**config.mk**
```make
export PLATFORM = sky130hd
export DESIGN_NAME = if_fetch_unit
export DESIGN_NICKNAME = d
export VERILOG_FILES = /design/src/rtl/if_fetch_unit_pkg.sv /design/src/rtl/if_fetch_unit_pc_reg.sv /design/src/rtl/if_fetch_unit.sv
export SDC_FILE = /design/constraint.sdc
export NUM_CORES = 1
export LEC_CHECK = 0
export BUFFER_PORTS_ARGS = -buffer_cell sky130_fd_sc_hd__buf_4
export CAP_MARGIN = 20
export CORE_MARGIN = 2
export CORE_UTILIZATION = 45
export DETAILED_ROUTE_END_ITERATION = 8
export GPL_TIMING_DRIVEN = 0
export PLACE_DENSITY = 0.72
export RECOVER_POWER = 50
export SETUP_SLACK_MARGIN = 0.05
export SLEW_MARGIN = 20
export SYNTH_ARGS = -nofsm -noshare
export SYNTH_HDL_FRONTEND = slang
export SYNTH_SLANG_ARGS = --single-unit
```
**constraint.sdc**
```tcl
create_clock -name clk_i -period 5.8 [get_ports clk_i]
set_input_delay 0.29 -clock clk_i [delete_from_list [all_inputs] [get_ports clk_i]]
set_output_delay 0.29 -clock clk_i [all_outputs]
set_load 0.03 [all_outputs]
```
**src/rtl/if_fetch_unit_pkg.sv**
```systemverilog
// ----------------------------------------------------------------------------
// if_fetch_unit_pkg
// Items shared by the instruction-fetch unit:
//   fetch_state_e : fetch FSM states (IDLE / FETCH / HOLD / DROP)
//   INSTR_W       : instruction word width
//   PC_INC        : sequential PC increment
//   NOP_INSTR     : canonical RISC-V NOP encoding (addi x0,x0,0)
//   word_align()  : forces an address onto a 32-bit word boundary
// ----------------------------------------------------------------------------
package if_fetch_unit_pkg;

   localparam int          INSTR_W   = 32;
   localparam logic [31:0] PC_INC    = 32'd4;
   localparam logic [31:0] NOP_INSTR = 32'h0000_0013;

   typedef enum logic [1:0] {
      IDLE  = 2'd0,
      FETCH = 2'd1,
      HOLD  = 2'd2,
      DROP  = 2'd3
   } fetch_state_e;

   function automatic logic [31:0] word_align(input logic [31:0] addr);
      return addr & 32'hFFFF_FFFC;
   endfunction

endpackage

```
**src/rtl/if_fetch_unit_pc_reg.sv**
```systemverilog
// ----------------------------------------------------------------------------
// if_pc_reg
// Program-counter register with next-PC selection.
// Priority: load (redirect target, word-aligned) > advance (+4) > hold.
// Ports:
//   clk, rst  : clock, asynchronous active-high reset (pc <= RESET_PC)
//   load      : take the redirect target this edge
//   target    : redirect target address (low two bits are dropped)
//   advance   : step to pc + 4 this edge (modulo 2^32)
//   pc        : current program counter
// ----------------------------------------------------------------------------
module if_pc_reg
   import if_fetch_unit_pkg::*;
#(
   parameter logic [31:0] RESET_PC = 32'h0000_0000
)
(
   input  logic        clk,
   input  logic        rst,
   input  logic        load,
   input  logic [31:0] target,
   input  logic        advance,
   output logic [31:0] pc
);

   logic [31:0] pc_next;

   // Next-PC select: redirect wins over sequential advance.
   always_comb begin
      pc_next = pc;
      if (load) begin
         pc_next = word_align(target);
      end else if (advance) begin
         pc_next = pc + PC_INC;
      end else begin
         pc_next = pc;
      end
   end

   // PC register.
   always_ff @(posedge clk or posedge rst) begin
      if (rst) begin
         pc <= RESET_PC;
      end else begin
         pc <= pc_next;
      end
   end

endmodule

```
**src/rtl/if_fetch_unit.sv**
```systemverilog
// ----------------------------------------------------------------------------
// if_fetch_unit
// Instruction-fetch stage: issues word-aligned requests to instruction memory,
// presents one fetch packet per cycle to the IF/ID register, honours hazard
// stalls (hold buffer) and branch redirects (in-flight data is squashed).
// Ports:
//   clk_i, rst_i        : clock, asynchronous active-high reset
//   stall_i             : hold the current packet and PC
//   redirect_i          : refetch from redirect_pc_i (highest priority)
//   redirect_pc_i       : redirect target
//   imem_req_o/addr_o   : memory request, address stable until ack
//   imem_ack_i/rdata_i  : memory response (may arrive in the request cycle)
//   valid_o             : fetch packet valid
//   address_o/instr_o/pc_add4_o : packet contents, zero when not valid
// Optional (macro IF_PERF_CNT_EN):
//   fetch_cnt_o : cycles with valid_o=1 and stall_i=0
//   stall_cnt_o : cycles with stall_i=1
// ----------------------------------------------------------------------------
module if_fetch_unit
   import if_fetch_unit_pkg::*;
#(
   parameter logic [31:0] RESET_PC = 32'h0000_0000
)
(
   input  logic               clk_i,
   input  logic               rst_i,
   input  logic               stall_i,
   input  logic               redirect_i,
   input  logic [31:0]        redirect_pc_i,
   output logic               imem_req_o,
   output logic [31:0]        imem_addr_o,
   input  logic               imem_ack_i,
   input  logic [INSTR_W-1:0] imem_rdata_i,
   output logic               valid_o,
   output logic [31:0]        address_o,
   output logic [INSTR_W-1:0] instr_o,
   output logic [31:0]        pc_add4_o
`ifdef IF_PERF_CNT_EN
   ,
   output logic [31:0]        fetch_cnt_o,
   output logic [31:0]        stall_cnt_o
`endif
);

   fetch_state_e       state;
   fetch_state_e       state_next;
   logic [31:0]        pc;
   logic [INSTR_W-1:0] hold_buf;
   logic [31:0]        drop_addr;   // address of the squashed request still owed an ack
   logic               pc_advance;

   if_pc_reg #(
      .RESET_PC (RESET_PC)
   ) u_pc_reg (
      .clk     (clk_i),
      .rst     (rst_i),
      .load    (redirect_i),
      .target  (redirect_pc_i),
      .advance (pc_advance),
      .pc      (pc)
   );

   // Sequential advance happens only when a packet is consumed without stall.
   always_comb begin
      pc_advance = 1'b0;
      if (redirect_i) begin
         pc_advance = 1'b0;
      end else if (state == FETCH) begin
         pc_advance = imem_ack_i & ~stall_i;
      end else if (state == HOLD) begin
         pc_advance = ~stall_i;
      end else begin
         pc_advance = 1'b0;
      end
   end

   // FSM state register.
   always_ff @(posedge clk_i or posedge rst_i) begin
      if (rst_i) begin
         state <= IDLE;
      end else begin
         state <= state_next;
      end
   end

   // FSM next-state logic; redirect outranks stall and ack.
   always_comb begin
      state_next = state;
      case (state)
         IDLE: begin
            state_next = FETCH;
         end
         FETCH: begin
            if (redirect_i) begin
               // Without an ack the memory still owes us a word that must be discarded.
               if (imem_ack_i) begin
                  state_next = FETCH;
               end else begin
                  state_next = DROP;
               end
            end else if (imem_ack_i && stall_i) begin
               state_next = HOLD;
            end else begin
               state_next = FETCH;
            end
         end
         HOLD: begin
            if (redirect_i || !stall_i) begin
               state_next = FETCH;
            end else begin
               state_next = HOLD;
            end
         end
         DROP: begin
            if (!redirect_i && imem_ack_i) begin
               state_next = FETCH;
            end else begin
               state_next = DROP;
            end
         end
         default: begin
            state_next = IDLE;
         end
      endcase
   end

   // Hold buffer and squashed-request address.
   always_ff @(posedge clk_i or posedge rst_i) begin
      if (rst_i) begin
         hold_buf  <= {INSTR_W{1'b0}};
         drop_addr <= 32'd0;
      end else begin
         if (state == FETCH && !redirect_i && imem_ack_i && stall_i) begin
            hold_buf <= imem_rdata_i;
         end else if (state == HOLD && redirect_i) begin
            hold_buf <= {INSTR_W{1'b0}};
         end
         if (state == FETCH && redirect_i && !imem_ack_i) begin
            drop_addr <= pc;
         end
      end
   end

   // FSM outputs; packet fields are forced to zero whenever valid_o is low.
   always_comb begin
      imem_req_o  = 1'b0;
      imem_addr_o = 32'd0;
      valid_o     = 1'b0;
      address_o   = 32'd0;
      instr_o     = {INSTR_W{1'b0}};
      pc_add4_o   = 32'd0;
      case (state)
         IDLE: begin
            imem_req_o = 1'b0;
         end
         FETCH: begin
            imem_req_o  = 1'b1;
            imem_addr_o = pc;
            if (imem_ack_i && !redirect_i) begin
               valid_o   = 1'b1;
               address_o = pc;
               instr_o   = imem_rdata_i;
               pc_add4_o = pc + PC_INC;
            end else begin
               valid_o = 1'b0;
            end
         end
         HOLD: begin
            if (!redirect_i) begin
               valid_o   = 1'b1;
               address_o = pc;
               instr_o   = hold_buf;
               pc_add4_o = pc + PC_INC;
            end else begin
               valid_o = 1'b0;
            end
         end
         DROP: begin
            imem_req_o  = 1'b1;
            imem_addr_o = drop_addr;
         end
         default: begin
            imem_req_o = 1'b0;
         end
      endcase
   end

`ifdef IF_PERF_CNT_EN
   // Free-running performance counters, wrapping on overflow.
   always_ff @(posedge clk_i or posedge rst_i) begin
      if (rst_i) begin
         fetch_cnt_o <= 32'd0;
         stall_cnt_o <= 32'd0;
      end else begin
         if (valid_o && !stall_i) begin
            fetch_cnt_o <= fetch_cnt_o + 32'd1;
         end
         if (stall_i) begin
            stall_cnt_o <= stall_cnt_o + 32'd1;
         end
      end
   end
`endif

endmodule

```
Yosys cells after proc, flatten, opt, wreduce, memory -nomap -nowiden
Cells that the tools add are included.
- add/sub/neg operators: 1
- equal/unequal tests: 3
- mux-type cells: 27
- bitwise logic cells: 2
- reductions and logical operators: 16
- operators by type and width (cell ; count):
    two-way mux 32 bit ; 10
    one-hot mux 32 bit (2 select lines) ; 4
    adder 32 x 3 -> 32 bit, second input constant ; 1
    two-way mux 2 bit ; 5
    logical AND 1 bit ; 8
    one-hot mux 2 bit (4 select lines) ; 1
    two-way mux 1 bit ; 6
    equality test 2 bit, second input constant ; 2
    nonzero test 2 bit ; 2
    zero test 1 bit ; 3
    equality test 2 x 1 -> 1 bit, second input constant ; 1
    zero test 2 bit ; 1
    one-hot mux 1 bit (2 select lines) ; 1
    OR reduction 2 bit ; 1
    AND 1 bit ; 1
    logical OR 1 bit ; 1
    NOT 1 bit ; 1
- flip-flop bits (word level): 98
- input bits: 69
- output and inout port bits: 130
- word-level logic and storage cells: 53

Depth between registers and ports, before layout
- depth after elaboration: 6
- mapped depth: 10
- gate-level depth less buffers: 7

By module
Synthesis repeated with hierarchy kept, for this count alone.
- cells, all modules: 648
- area, all modules: 6082.1 sq um
- modules (own cells, without submodules) (module ; instances ; cells an instance ; area each (sq um) ; sequential area each (sq um)):
    if_fetch_unit ; 1 ; 451 ; 4294.1 ; 1651.6
    if_pc_reg ; 1 ; 197 ; 1788.0 ; 750.7

Worst setup path after synthesis
Ideal clock, no wire load.
- path kind: register to output
- start: register u_pc_reg.pc[4]
- end: output port pc_add4_o[17]
- data arrival time: 2.315 ns
- data required time: 5.510 ns
- slack: 3.195 ns
- cell stages (with the launch flop): 8
- path buffers: 3
- path through: dfrtp_1 -> buf_2 -> nand4_4 -> or4_1 -> buf_2 -> buf_2 -> or3_1 -> a21oi_1
- longest elaborated chain between the ends: 3
- elaborated cells on any way between the ends: 4
- classes of those cells: add/sub (1); mux (3)
- RTL lines (element ; RTL line ; text):
    start, declared ; if_fetch_unit_pc_reg.sv:23 ; output logic [31:0] pc
    start signal, assigned ; if_fetch_unit_pc_reg.sv:45 ; pc <= pc_next;
    adder 32 x 3 -> 32 bit * ; if_fetch_unit.sv:163, if_fetch_unit.sv:173 ;
    two-way mux 32 bit, on equally long branches ; if_fetch_unit.sv:169, if_fetch_unit.sv:159 ;
    one-hot mux 32 bit (2 select lines) * ; if_fetch_unit.sv:152 ; case (state)
    end, declared ; if_fetch_unit.sv:37 ; output logic [31:0] pc_add4_o
Mark *: on every way between the ends. The rest lies on a longest branch, timed or not.

Worst setup path in the final report
- start: register state[1]
- end: output port address_o[23]
- longest elaborated chain between the ends: 2
- elaborated cells on any way between the ends: 3
- classes of those cells: eq/ne (2); mux (1)
- RTL lines (element ; RTL line ; text):
    start, declared ; if_fetch_unit.sv:45 ; fetch_state_e state;
    start signal, assigned ; if_fetch_unit.sv:82 ; state <= state_next;
    equality test 2 bit or equality test 2 x 1 -> 1 bit (tied branches) ; if_fetch_unit.sv:152 ;
    one-hot mux 32 bit (2 select lines) * ; if_fetch_unit.sv:152 ;
    end, declared ; if_fetch_unit.sv:35 ; output logic [31:0] address_o,
Marked as above.

==> summary.txt <==
Setup path
  – Reg2reg path depth: 10
  – Reg2Reg Setup Slack: 2.74 ns
  – Number of cells on the critical path: 10
  – Top cell family by delay on the critical path: buffers and inverters
  – Worst EP arrival: 3.53 ns
  – Crit-path cells: inv_1 > ha_1 > clkbuf_1 > and3b_1 > clkbuf_1 > o21ai_1 > clkbuf_1 > buf_1 > nor2_1 > buf_4
  – Worst path bufs/invs: 6
  – Worst Path Max Fanout: 10
  – Crit Path Category: reg2out
  – Slowest CP cell: o21ai_1
  – Slowest Stage Delay on Critical Path: 0.55 ns
  – Worst path most repeated cell: clkbuf_1
  – FF-to-FF Start: state[1]$_DFF_PP0_
  – Critical path required time: 5.51 ns
  – Worst Setup Start Kind: flop
  – Reg2reg end: u_pc_reg.pc[19]$_DFFE_PP0N_
  – Element type at the critical path end: primary output

Placement
  – Routability cong.: 0.9277
  – Post-DP HPWL: 14,240 um
  – Placed Instance Area: 7642 um^2
  – # port buffers: 189
  – DP Worst Slack: 2.479 ns

Clocking
  – Largest buffer count on any clock path: 2
  – CTS Sinks: 94
  – Worst-Skew Late Latency: 0.35 ns
  – TritonCTS buffer count: 9
  – CTS tree: built
  – Clock root buffer: clkbuf_16
  – PostCTS Resize Cnt: 0
  – Reg clk slew, reported paths: 0.07 ns
  – Htree depth: 3
  – CTS Hold Bufs: 1
  – Post-CTS Setup Bufs: 0

Run status
  – Failing checks: capacitance limit, slew limit
  – Run status: complete, but fails checks

Cells and area
  – # diodes: 0
  – Final instance area: 7948 um^2
  – Fillers: 1,163
  – FF/Latch Area: 2352 um^2
  – Syn-to-layout area delta: 33.53%
  – Final Util: 0.6074
  – Nets: 935
  – Area taken by multi-input logic gates: 3224 um^2
  – Share of cells above drive strength 1: 0.3048

Timing
  – Setup ws final: 1.977 ns
  – Slew margin rel.: -0.2272
  – Max Slew Vio Count: 41
  – Endpoints failing hold: 0
  – Peak Freq: 261.5 MHz
  – RSZ-0062 raised after global routing: no
  – Slew at the pin with the worst max-slew slack: 1.831 ns
  – Final-report setup violation count: 0
  – Clk_skew: 0.005666 ns
  – Setup TNS: 0 ns
  – Tcrit/Tclk final: 0.6592
  – Crit path time final: 3.823 ns

Power
  – Clock power share: 0.184
  – Sequential Power Share: 0.291
  – Switching Fraction: 0.4270
  – Combinational power share: 0.525
  – P_int: 1969 uW
  – Maximum vdd ir drop: 0.2105 mV
  – Power Dens Cells: 432.5 nW/um^2
  – Switching power: 1468 uW
  – P_leak: 0.003520 uW

Detailed routing
  – Via density: 5.717
  – Remaining antenna violation count: 0
  – Final WL: 18,930 um
  – DRT iter0 DRCs: 426
  – TritonRoute pass-1 iters: 5
  – Wirelength per Cell: 18.16 um
  – DR DRC count: 0
  – Vias: 5,957

Yosys
  – Post-synth EDFFs: 0
  – Flops & latches, synth: 94
  – Share of the synthesized area in the top cell type: 0.3952
  – Count leader, synth: dfrtp_1
  – Yosys cell types: 46
  – Post-Syn Area: 5952 um^2
  – Cell taking the most area after synthesis: dfrtp_1
  – Asr flop ratio synth: 1.000
  – Register area share after synthesis: 0.3952
  – Top cells by area, synth: dfrtp_1 (40%), a22o_1 (9.1%), mux2_2 (6.6%), a22oi_1 (4.2%), nor2b_1 (3.8%)
  – Cells after Synth: 654
  – Syn avg cell area: 9.101 um^2
  – Leading post-synthesis cells by instance count: dfrtp_1 (94), a22o_1 (62), clkbuf_1 (59)
  – Main synth FF type: dfrtp_1
  – Number of warnings issued by yosys: 0

Global route
  – Initial antenna violation count: 0
  – Largest net degree at the start of global routing: 55
  – GRT Total Usage: 0.2634
  – Gr ovfl total: 0
  – Vias in the first global route: 5,677
  – First-pass GRT wire length: 29,680 um

Worst hold path
  – Min-delay src: redirect_pc_i[11]
  – WHS Path Cells: 3
  – Class of the worst hold path: in2reg
  – Min-Delay Endpoint: u_pc_reg.pc[11]$_DFFE_PP0N_

Floorplan
  – Die Span X: 119.0 um
  – IO Pins: 199
  – Die Ht: 119.0 um
  – Row cnt: 42
  – Die area: 14,160 um^2
  – Starting density of the core: 0.4549
  – Core ar.: 13,090 um^2

Job
  – Max Cap Violations: 1
cell families (layout without fill, tap and decap cells):
kind of cell,after synthesis,after routing,synth area share
multiplexers,37,37,0.06958
flip-flops,94,94,0.3952
AND/OR/NAND/NOR,236,236,0.2224
AO/OA/AOI/OAI,172,172,0.2104
XOR/XNOR,17,17,0.02502
other,1,6,0.0006300
buffers and inverters,92,299,0.06622
adder cells (fa/ha/maj),5,5,0.01051
worst register-to-register path, cell delays in order (launching register included):
cell and delay [ns]:
dfrtp_1 0.41, inv_1 0.10, ha_1 0.15, clkbuf_1 0.29, mux2i_1 0.34, or2_2 0.16
clkbuf_1 0.21, clkbuf_1 0.42, clkbuf_1 0.44, o31ai_1 0.15, a31oi_1 0.28
metal layers:
layer	track usage	part of all wire	routed length [um]
met5	0	0	0
met4	0.1049	0.028	524
met3	0.05125	0.077	1464
met1	0.3496	0.42	8018
met2	0.4242	0.47	8918
power groups by stage:
stage	registers, uW	clock network [uW]	logic (uW)
2_1_floorplan	969	0	1220
3_3_place_gp	996	0	1780
3_5_place_dp	1000	0	1820
4_1_cts	998	636	1820
5_1_grt	1030	671	1910
6_report	1000	632	1800
area by class of cell:
cell class | instances | share of cell area
plain buffers | 82 | 0.04345
clock buffers | 9 | 0.02834
clock inverters | 7 | 0.01118
inverters | 10 | 0.004880
multi-input cells | 473 | 0.4057
flip-flops and latches | 94 | 0.2960
well taps | 176 | 0.02771
repair buffers | 191 | 0.1828
placed cells by master, fill, tap and decap left out, types with 27 or more instances in the layout:
| cell type | n |
|---|---|
| nor2_1 | 44 |
| and2_1 | 27 |
| dfrtp_1 | 94 |
| nor2b_1 | 36 |
| a22o_1 | 62 |
| mux2_2 | 35 |
| clkbuf_1 | 62 |
| nand2_1 | 30 |
| a22oi_1 | 33 |
| buf_4 | 193 |
stage by stage:
step / std cells / power [uW] / hold slack (ns)
after global routing: 1042 / 3610 / 0.1534
final: 1042 / 3437 / 0.1519
after CTS: 1042 / 3455 / 0.1487
after detailed placement: 1025 / 2822 / 0.3137
after floorplan: 659 / 2186 / 0.4099
after global placement: 1024 / 2781 / 0.4667
sequential cells by signal (all words and copies together) (netlist names):
register	count
state	2
u_pc_reg.pc	30
hold_buf	32
drop_addr	30
how the worst max path moves through the flow:
stage,from,endpoint,slack [ns]
2_1_floorplan,rst_i,drop_addr[10]$_DFFE_PP0P_,3.06
3_3_place_gp,rst_i,u_pc_reg.pc[27]$_DFFE_PP0N_,1.97
3_5_place_dp,state[1]$_DFF_PP0_,address_o[23],2.48
4_1_cts,state[1]$_DFF_PP0_,address_o[23],2.10
5_1_grt,state[1]$_DFF_PP0_,address_o[23],1.83
6_report,state[1]$_DFF_PP0_,address_o[23],1.98
Note: power is estimated with default switching activity, not from simulation.
